[src/rtl/isdu_pkg.sv]
// Shared encodings for the ISDU-lite control FSM: state enum, dispatched opcodes,
// PC mux and ALU function selects.
package isdu_pkg;

  typedef enum logic [3:0] {
    ST_HALTED = 4'd0,
    ST_S18    = 4'd1,
    ST_S33    = 4'd2,
    ST_S35    = 4'd3,
    ST_S32    = 4'd4,
    ST_S01    = 4'd5,
    ST_S05    = 4'd6,
    ST_S09    = 4'd7,
    ST_S00    = 4'd8,
    ST_S22    = 4'd9,
    ST_S12    = 4'd10,
    ST_PAUSE1 = 4'd11,
    ST_PAUSE2 = 4'd12
  } state_e;

  localparam logic [3:0] OP_ADD   = 4'b0001;
  localparam logic [3:0] OP_AND   = 4'b0101;
  localparam logic [3:0] OP_NOT   = 4'b1001;
  localparam logic [3:0] OP_BR    = 4'b0000;
  localparam logic [3:0] OP_JMP   = 4'b1100;
  localparam logic [3:0] OP_PAUSE = 4'b1101;

  localparam logic [1:0] PCMUX_INC   = 2'b00;
  localparam logic [1:0] PCMUX_BUS   = 2'b01;
  localparam logic [1:0] PCMUX_ADDER = 2'b10;

  localparam logic [1:0] ALUK_ADD   = 2'b00;
  localparam logic [1:0] ALUK_AND   = 2'b01;
  localparam logic [1:0] ALUK_NOT   = 2'b10;
  localparam logic [1:0] ALUK_PASSA = 2'b11;

endpackage

[src/rtl/isdu_lite.sv]
// ISDU-lite: Moore control FSM sequencing fetch / decode / execute for a small
// LC-3-style datapath, with a parameterised memory wait and a Continue handshake pause.
module isdu_lite
  import isdu_pkg::*;
#(
  parameter int MEM_WAIT = 3
) (
  input  logic       Clk,
  input  logic       Reset,
  input  logic       Run,
  input  logic       Continue,
  input  logic [3:0] Opcode,
  input  logic       IR_5,
  input  logic       BEN,
  output logic       LD_MAR,
  output logic       LD_MDR,
  output logic       LD_IR,
  output logic       LD_BEN,
  output logic       LD_CC,
  output logic       LD_REG,
  output logic       LD_PC,
  output logic       GatePC,
  output logic       GateMDR,
  output logic       GateALU,
  output logic [1:0] PCMUX,
  output logic [1:0] ALUK,
  output logic       SR2MUX,
  output logic       Mem_OE
);

  localparam int CW = $clog2(MEM_WAIT + 1);

  state_e        state_q, state_d;
  logic [CW-1:0] cnt_q, cnt_d;
  logic          wait_last;

  assign wait_last = (cnt_q <= CW'(1));

  always_ff @(posedge Clk or posedge Reset) begin
    if (Reset) begin
      state_q <= ST_HALTED;
      cnt_q   <= '0;
    end else begin
      state_q <= state_d;
      cnt_q   <= cnt_d;
    end
  end

  always_comb begin
    state_d = state_q;
    cnt_d   = cnt_q;
    case (state_q)
      ST_HALTED: if (Run) state_d = ST_S18;
      ST_S18: begin
        state_d = ST_S33;
        cnt_d   = CW'(MEM_WAIT);
      end
      ST_S33: begin
        if (wait_last) begin
          state_d = ST_S35;
          cnt_d   = '0;
        end else begin
          cnt_d = cnt_q - CW'(1);
        end
      end
      ST_S35: state_d = ST_S32;
      ST_S32: begin
        case (Opcode)
          OP_ADD:   state_d = ST_S01;
          OP_AND:   state_d = ST_S05;
          OP_NOT:   state_d = ST_S09;
          OP_BR:    state_d = ST_S00;
          OP_JMP:   state_d = ST_S12;
          OP_PAUSE: state_d = ST_PAUSE1;
          default:  state_d = ST_S18;
        endcase
      end
      ST_S00:    state_d = BEN ? ST_S22 : ST_S18;
      ST_S01, ST_S05, ST_S09, ST_S22, ST_S12: state_d = ST_S18;
      ST_PAUSE1: if (Continue) state_d = ST_PAUSE2;
      ST_PAUSE2: if (!Continue) state_d = ST_S18;
      default:   state_d = ST_HALTED;
    endcase
  end

  // Outputs decode from registered state only; SR2MUX additionally follows IR_5.
  always_comb begin
    LD_MAR  = 1'b0;
    LD_MDR  = 1'b0;
    LD_IR   = 1'b0;
    LD_BEN  = 1'b0;
    LD_CC   = 1'b0;
    LD_REG  = 1'b0;
    LD_PC   = 1'b0;
    GatePC  = 1'b0;
    GateMDR = 1'b0;
    GateALU = 1'b0;
    PCMUX   = PCMUX_INC;
    ALUK    = ALUK_ADD;
    SR2MUX  = 1'b0;
    Mem_OE  = 1'b0;
    case (state_q)
      ST_S18: begin
        GatePC = 1'b1;
        LD_MAR = 1'b1;
        LD_PC  = 1'b1;
        PCMUX  = PCMUX_INC;
      end
      ST_S33: begin
        Mem_OE = 1'b1;
        LD_MDR = wait_last;
      end
      ST_S35: begin
        GateMDR = 1'b1;
        LD_IR   = 1'b1;
      end
      ST_S32: LD_BEN = 1'b1;
      ST_S01, ST_S05, ST_S09: begin
        GateALU = 1'b1;
        LD_REG  = 1'b1;
        LD_CC   = 1'b1;
        ALUK    = (state_q == ST_S01) ? ALUK_ADD :
                  (state_q == ST_S05) ? ALUK_AND : ALUK_NOT;
        SR2MUX  = (state_q != ST_S09) ? IR_5 : 1'b0;
      end
      ST_S22: begin
        LD_PC = 1'b1;
        PCMUX = PCMUX_ADDER;
      end
      ST_S12: begin
        GateALU = 1'b1;
        ALUK    = ALUK_PASSA;
        LD_PC   = 1'b1;
        PCMUX   = PCMUX_BUS;
      end
      default: ;
    endcase
  end

endmodule

[config.mk]
export PLATFORM = sky130hd
export DESIGN_NAME = isdu_lite
export DESIGN_NICKNAME = d
export VERILOG_FILES = /design/src/rtl/isdu_pkg.sv /design/src/rtl/isdu_lite.sv
export SDC_FILE = /design/constraint.sdc
export NUM_CORES = 1
export LEC_CHECK = 0
export BUFFER_PORTS_ARGS = -buffer_cell sky130_fd_sc_hd__buf_2
export CELL_PAD_IN_SITES_DETAIL_PLACEMENT = 1
export CELL_PAD_IN_SITES_GLOBAL_PLACEMENT = 1
export CORE_AREA = 2 2 48 50
export DETAILED_ROUTE_END_ITERATION = 8
export DIE_AREA = 0 0 50 52
export PLACE_DENSITY_LB_ADDON = 0.3
export SYNTH_ARGS = -nofsm -noshare
export SYNTH_HDL_FRONTEND = slang
export SYNTH_SLANG_ARGS = --single-unit
[constraint.sdc]
create_clock -name Clk -period 1.8 [get_ports Clk]
set_input_delay 0.18 -clock Clk [delete_from_list [all_inputs] [get_ports Clk]]
set_output_delay 0.18 -clock Clk [all_outputs]
set_load 0.01 [all_outputs]
# [Yosys cells after proc, flatten, opt, wreduce, memory -nomap -nowiden]
# Cells that the tools add are included.
[totals] register_bits=6 output_inout_bits=16
[classes] addsub=1 magnitude_cmp=1 n_eq_ne=22 n_mux=23 reduce_logical=8
[op_table] operator="4-bit case mux with 9 select lines" count=1
[op_table] operator="4-bit equality test, second input constant" count=8
[op_table] operator="4-bit case mux with 6 select lines" count=1
[op_table] operator="4-bit by 3-bit equality test with 1-bit output, second input constant" count=5
[op_table] operator="4-bit two-way mux" count=5
[op_table] operator="2-bit case mux with 2 select lines" count=3
[op_table] operator="1-bit two-way mux" count=10
[op_table] operator="4-bit by 1-bit equality test with 1-bit output, second input constant" count=2
[op_table] operator="4-bit by 2-bit equality test with 1-bit output, second input constant" count=2
[op_table] operator="4-bit zero test" count=2
[op_table] operator="2-bit inequality test, second input constant" count=4
[op_table] operator="2-bit two-way mux" count=3
[op_table] operator="3-bit OR reduction" count=2
[op_table] operator="5-bit OR reduction" count=1
[op_table] operator="4-bit by 3-bit inequality test with 1-bit output, second input constant" count=1
[op_table] operator="4-bit AND reduction" count=1
[op_table] operator="4-bit OR reduction" count=1
[op_table] operator="2-bit by 1-bit <= comparator with 1-bit output, second input constant" count=1
[op_table] operator="2-bit nonzero test" count=1
[op_table] operator="2-bit by 1-bit subtractor with 2-bit output, second input constant" count=1

# [Longest topological paths before layout]
# Gate-level depths: netlist of the first run.
[logic_depth] word_depth=4 ltp_mapped=5 mapped_depth_nobuf=4

# [Worst setup path before layout of the first run]
# OpenSTA, ideal clock, no wires.
[synth_timing] path_type="flip-flop to output port" from="register state_q[3]" to="output LD_MAR" t_arrival_ns=1.227 required_ns=1.620 path_slack_ns=0.393 stages_incl_launch_ff=5 n_path_buf=3 cell_sequence="dfrtp_1 -> buf_6 -> clkbuf_1 -> nor3_1 -> buf_4"
[synth_between] elab_chain_len=2
[synth_lines] item="start, declared" line_no="isdu_lite.sv:33" source="state_e state_q, state_d;"
[synth_lines] item="start signal, assigned" line_no="isdu_lite.sv:44" source="state_q <= state_d;"
[synth_lines] item="4-bit by 1-bit equality test with 1-bit output"
[synth_lines] item="1-bit two-way mux"
[synth_lines] item="end, declared" line_no="isdu_lite.sv:15" source="output logic LD_MAR,"
# Every way passes these cells.

# [Final worst setup path of the first run]
[layout_timing] from="register state_q[1]" to="output GateALU"
[layout_between] elab_chain_len=3 word_cells_on_any_way=6
[layout_lines] item="4-bit by 3-bit equality test with 1-bit output / 4-bit equality test (equally long branches)" line_no="isdu_lite.sv:102" source="case (state_q)"
[layout_lines] item="4-bit OR reduction (no line) (*)"
[layout_lines] item="1-bit two-way mux (*)" line_no="isdu_lite.sv:102"
[layout_lines] item="end, declared" line_no="isdu_lite.sv:24" source="output logic GateALU,"
# Every way passes the cells marked *; elsewhere a longest branch is shown, timed or not.

==> impl_metrics.toml, run 1 <==
[worst_setup_path]
worstSetupPathType = "flop to primary output"
critPathBufInv = 1
cp_top_family = "simple AND/OR/NAND/NOR gates"
cp_slowest_stage_delay_ns = 0.50
endpoint_kind = "primary output"
cp_data_arrival_time_ns = 1.53
path_max_fanout = 16
cp_slowest_cell = "dfrtp_2"
worst_setup_path_start_kind = "flop"
cp_cell_sequence = "nor2_1, nor2_1, or2_1, buf_2"
worst-endpoint-required_ns = 1.62
cp_common_cell = "nor2_1"

[grt]
grt_pass1_vias = 664
grt_pass1_wl_um = 3000
antenna_found_initial = 0
track_usage_pct = 15.0
grt-ovfl-total = 0
grt_max_degree = 19

[route]
drt-vias-per-instance = 5.10
post-route-drc-count = 0
wirelength_um = 1790
vias = 683
drt_iter0_markers = 6
detail_route.first_pass.iterations = 5
wire_per_inst_um = 13.4
ant_nets = 0

[timing]
finalCriticalPeriod_ns = 1.71
hold_viol_final = 0
slew_headroom_pct = 80.8
setup_viol = 0
fmax_mhz = 586
period_share_pct = 94.8
tns_ns = 0
clock_skew_ns = 0.00505
tightest_slew_ns = 0.284
drv_slew = 0
rsz0062_at_grt = "no"

[synthesis]
synth.net_count = 94
syn_avg_cell_area_um2 = 7.37
synth_commonest_cells = "nand2_1 (8), nor2_1 (8), dfrtp_1 (6)"
synth_top_flop_cell = "dfrtp_1"
ys_ff_latch = 6
seq_area_frac_synth_pct = 24.2
synth_top_area_share_pct = 24.2
syn_area_um2 = 619
ys_async_sr_fraction_pct = 100
netlist_instances = 84
yosys_warnings = 0
ys_types = 36
synth-edff-count = 0
yosys-top-cells-area = "dfrtp_1 (24%), and3_1 (5.1%), nand2_1 (4.8%), nor2_1 (4.8%), nor2b_1 (4.0%)"
synth_area_leader_cell = "dfrtp_1"

[pwr]
powerDensity_nw_per_um2 = 1490
p_comb_share_pct = 57.4
p_int_uw = 571
power.switching_uw = 577
ir_drop_mv = 0.582
swShare_pct = 50.3
clockPowerShare_pct = 11.0
leakagePower_nw = 0.381
p_total_mw = 1.15
p_seq_share_pct = 31.6

[finish]
drive_gt1_share_pct = 34.0
multi_input_area_um2 = 398
fillers = 289
diodes = 0
register_area_um2 = 155
utilization_pct = 36.7
fin_nets = 118
syn_to_final_growth_pct = 24.6

[cts]
clockBufferDepth = 2
htree_levels = 1
clk_pin_slew_ns = 0.04
cts_tree = "built"
numCtsBuffers = 3
clock_latency_ns = 0.25
cts-root-buf = "clkbuf_4"
cts_setup_buffers = 0
clock_sinks = 6

[placement]
io_buffer_count = 25
dp_hpwl_um = 1380
place_congestion = 0.718

[flow_run]
maxCapViolCount = 0

[die]
rows = 17
die_h_um = 52
core-area_um2 = 2110
initial_utilization_pct = 29.4
ios = 26
dieArea_um2 = 2600
die_w_um = 50

[min_path]
min_path_type = "input pin to flop"

[outcome]
status = "completed"
power groups by stage:
stage	Clock, mW	Combinational, mW	Sequential [mW]
finish	0.127	0.659	0.362
global route	0.142	0.732	0.392
CTS	0.136	0.665	0.359
detailed placement	0	0.660	0.355
global placement	0	0.649	0.348
floorplan	0	0.578	0.254
cell type report:
class	count	area share [%]
clock buffers	3	2.92
inverters	5	2.43
multi-input cells	65	51.5
flip-flops and latches	6	20.1
well taps	28	4.54
repair buffers	27	18.5
cells in the final DEF, fill, tap and decap left out:
master          n
xor2_1          1
o311ai_0        1
o311a_1         1
a21oi_1         3
and2b_1         1
a21boi_0        2
nor2b_1         4
o21ai_2         1
o41ai_1         1
o21ai_0         4
o22ai_1         1
o32ai_1         1
nor3_1          4
clkbuf_4        3
a31oi_1         2
dfrtp_2         4
and3b_1         1
o211ai_1        1
nand2b_1        3
and3_1          5
o311ai_1        2
buf_4           1
nor2_1          8
nand3b_1        1
buf_2          25
o21ai_1         1
dlygate4sd3_1   1
nor4b_2         1
nor3b_1         1
o2bb2ai_1       1
and2_1          1
or2_1           1
nand2_1         8
inv_2           1
inv_1           4
a211oi_1        2
o21a_1          1
dfrtp_1         2
final timing paths:
kind                                   startpoint                      to  slack (ns)  cells after the start
setup / recovery           state_q[1]$_DFFE_PP0P_                 GateALU        0.09                      4
hold / removal                          Opcode[1]  state_q[3]$_DFFE_PP0P_        0.29                      4
setup reg to reg           state_q[0]$_DFFE_PP0P_  state_q[3]$_DFFE_PP0P_        0.30                      3
hold reg to reg              cnt_q[0]$_DFFE_PP0N_    cnt_q[0]$_DFFE_PP0N_        0.55                      2
max in group asynchronous                   Reset  state_q[3]$_DFFE_PP0P_        1.18                      3
min in group asynchronous                   Reset    cnt_q[0]$_DFFE_PP0N_        0.39                      3
per-stage QoR:
step / cells / area [um^2] / setup WS (ns) / hold slack (ns)
after detailed placement: 130 / 734 / 0.216 / 0.110
final: 134 / 772 / 0.0928 / 0.290
after global routing: 134 / 772 / 0.00699 / 0.300
after CTS: 134 / 771 / 0.0183 / 0.293
after global placement: 130 / 734 / 0.221 / 0.106
after floorplan: 84 / 619 / 0.393 / -0.0290
flip-flops by register name (all words and copies together), names as in the netlist:
signal and flops:
state_q 4, cnt_q 2
layer usage:
metal  GRT usage [%]  part of all wire, %  wire length [um]
met5               0                    0                 0
met1            19.9                   49               878
met2            24.1                   47               842
met4            2.78                    0                 0
met3            4.31                  3.9                69
cells by family after synthesis:
group | Yosys count | synth area share [%]
XOR/XNOR | 1 | 1.41
buffers and inverters | 13 | 11.5
flip-flops | 6 | 24.2
AND/OR/NAND/NOR | 39 | 34.5
AO/OA/AOI/OAI | 25 | 28.3
worst register-to-register path, stage by stage (launching register included):
cell and delay (ns):
dfrtp_2 0.51, o311ai_0 0.35, o211ai_1 0.21, o311ai_1 0.32
repair_timing:
action | CTS | global route
hold endpoints to repair | 6 | 0
gates cloned | 0 | 0
endpoints found under the setup margin | 1 | 2
hold buffers | 1 | 0
resized for setup | 4 | 1
Power figures use the tool's default switching activity.
==> inputs of run 2 (changes only) <==
Settings changed: PLACE_DENSITY_LB_ADDON 0.3 to 0.1.
==> impl_metrics.toml, run 2 (synthesis results as in run 1) <==
[cts]
clk_pin_slew_ns = 0.04
cts_tree = "built"
numCtsBuffers = 3
htree_levels = 1
clock_sinks = 6
clockBufferDepth = 2
cts_setup_buffers = 0
cts-root-buf = "clkbuf_4"
clock_latency_ns = 0.24

[timing]
setup_slack_ns = 0.167
clock_skew_ns = 0.00434
rsz0062_at_grt = "no"
fmax_mhz = 612
period_share_pct = 90.7
drv_slew = 0
hold_viol_final = 0
setup_viol = 0
finalCriticalPeriod_ns = 1.63
tns_ns = 0
tightest_slew_ns = 0.303
hold_ws_ns = 0.291
slew_headroom_pct = 79.7

[pwr]
leakagePower_nw = 0.390
powerDensity_nw_per_um2 = 1470
ir_drop_mv = 0.706

[worst_setup_path]
startpoint = "state_q[1]$_DFFE_PP0P_"
cp_slowest_stage_delay_ns = 0.52
worst_setup_path_start_kind = "flop"
endpoint_kind = "primary output"
r2r_start = "state_q[0]$_DFFE_PP0P_"
critPathBufInv = 1
cp_cell_sequence = "nor2b_1, a21boi_0, buf_2"
worstSetupPathType = "flop to primary output"
rr_endpoint = "state_q[3]$_DFFE_PP0P_"
worst-endpoint-required_ns = 1.62
cp_top_family = "flip-flops"
path_max_fanout = 16
cp_data_arrival_time_ns = 1.45
cp_slowest_cell = "dfrtp_2"
reg2reg_slack_ns = 0.31
r2r_cells = 4

[route]
wire_per_inst_um = 13.2
drt-vias-per-instance = 5.15
ant_nets = 0
drt_iter0_markers = 8
detail_route.first_pass.iterations = 4
post-route-drc-count = 0
vias = 700
wirelength_um = 1800

[grt]
grt_use_met2_pct = 24.8
grt-ovfl-total = 0
track_usage_pct = 14.9
grt_max_degree = 18
gr-usage-met3_pct = 3.45
grt_pass1_wl_um = 2960
grt_busiest_layer = "met2"
met1_usage_pct = 19.8
antenna_found_initial = 0
grt_pass1_vias = 652

[finish]
fillers = 278
largestRegisters = "state_q (4), cnt_q (2)"
largest_register_ff_count = 4
diodes = 0
drive_gt1_share_pct = 35.2
final_cell_mix = "buf_2 (25), nand2_1 (8), nor2_1 (7), and3_1 (5), inv_1 (5)"
top_register = "state_q"
syn_to_final_growth_pct = 27.5
fin_nets = 120
mostFrequentLayoutCell = "buf_2"

[flow_run]
maxCapViolCount = 0

[die]
die_w_um = 50
initial_utilization_pct = 29.4
ios = 26
dieArea_um2 = 2600
rows = 17
die_h_um = 52
core-area_um2 = 2110

[min_path]
min_path_type = "input pin to flop"
hold_end = "state_q[3]$_DFFE_PP0P_"
hold_depth = 4
holdCritStartpoint = "Opcode[1]"

[placement]
place_congestion = 0.783
dp_hpwl_um = 1440
dp_worst_setup_slack_ns = 0.232
io_buffer_count = 25

[outcome]
status = "completed"
## run 2: layer usage
metal,share of wire [%],vias up,wire length [um]
met5,0,-,0
li1,-,348,-
met3,5.3,3,96
met4,0.56,0,10
met1,49,323,881
met2,45,26,811
## run 2: where the power goes
group / switching, mW / internal (mW) / leakage [nW] / total (mW)
clock: 0.0464 / 0.0753 / 0.0138 / 0.122
sequential: 0.156 / 0.200 / 0.0673 / 0.356
combinational: 0.378 / 0.309 / 0.309 / 0.686
total: 0.580 / 0.584 / 0.390 / 1.16
## run 2: repair_timing
| action | CTS | global route |
|---|---|---|
| endpoints found under the hold margin | 6 | 0 |
| hold buffers | 1 | 0 |
| endpoints found under the setup margin | 0 | 8 |
| resized for setup | 0 | 5 |
## run 2: through the flow
step | utilization (%) | cell area, um^2 | instances | total power, mW
2_1_floorplan | - | 619 | 84 | 0.832
5_1_grt | 37.5 | 790 | 136 | 1.29
3_5_place_dp | 35.6 | 749 | 132 | 1.04
4_1_cts | 37.1 | 782 | 136 | 1.16
6_report | 37.5 | 790 | 136 | 1.16
3_3_place_gp | 35.6 | 749 | 132 | 1.03
## run 2: cell type report
cell class | count | area (um^2) | area share [%]
Clock buffer | 3 | 22.5 | 2.85
Inverter | 5 | 18.8 | 2.38
Multi-Input combinational cell | 65 | 400 | 50.7
Sequential cell | 6 | 155 | 19.7
Tap cell | 28 | 35.0 | 4.44
Timing Repair Buffer | 29 | 158 | 20.0
## run 2: tightest hold or removal path, stage by stage
cell	delay (ns)
buf_2	0.08
nor2b_1	0.04
o21ai_0	0.08
o311ai_1	0.09
## run 2: worst max path at each step
stage | endpoint | slack (ns) | cells after the start
finish | ALUK[0] | 0.17 | 3
global route | ALUK[0] | 0.03 | 3
CTS | SR2MUX | 0.03 | 4
detailed placement | state_q[3]$_DFFE_PP0P_ | 0.23 | 4
global placement | state_q[0]$_DFFE_PP0P_ | 0.27 | 5
floorplan | LD_MAR | 0.39 | 4
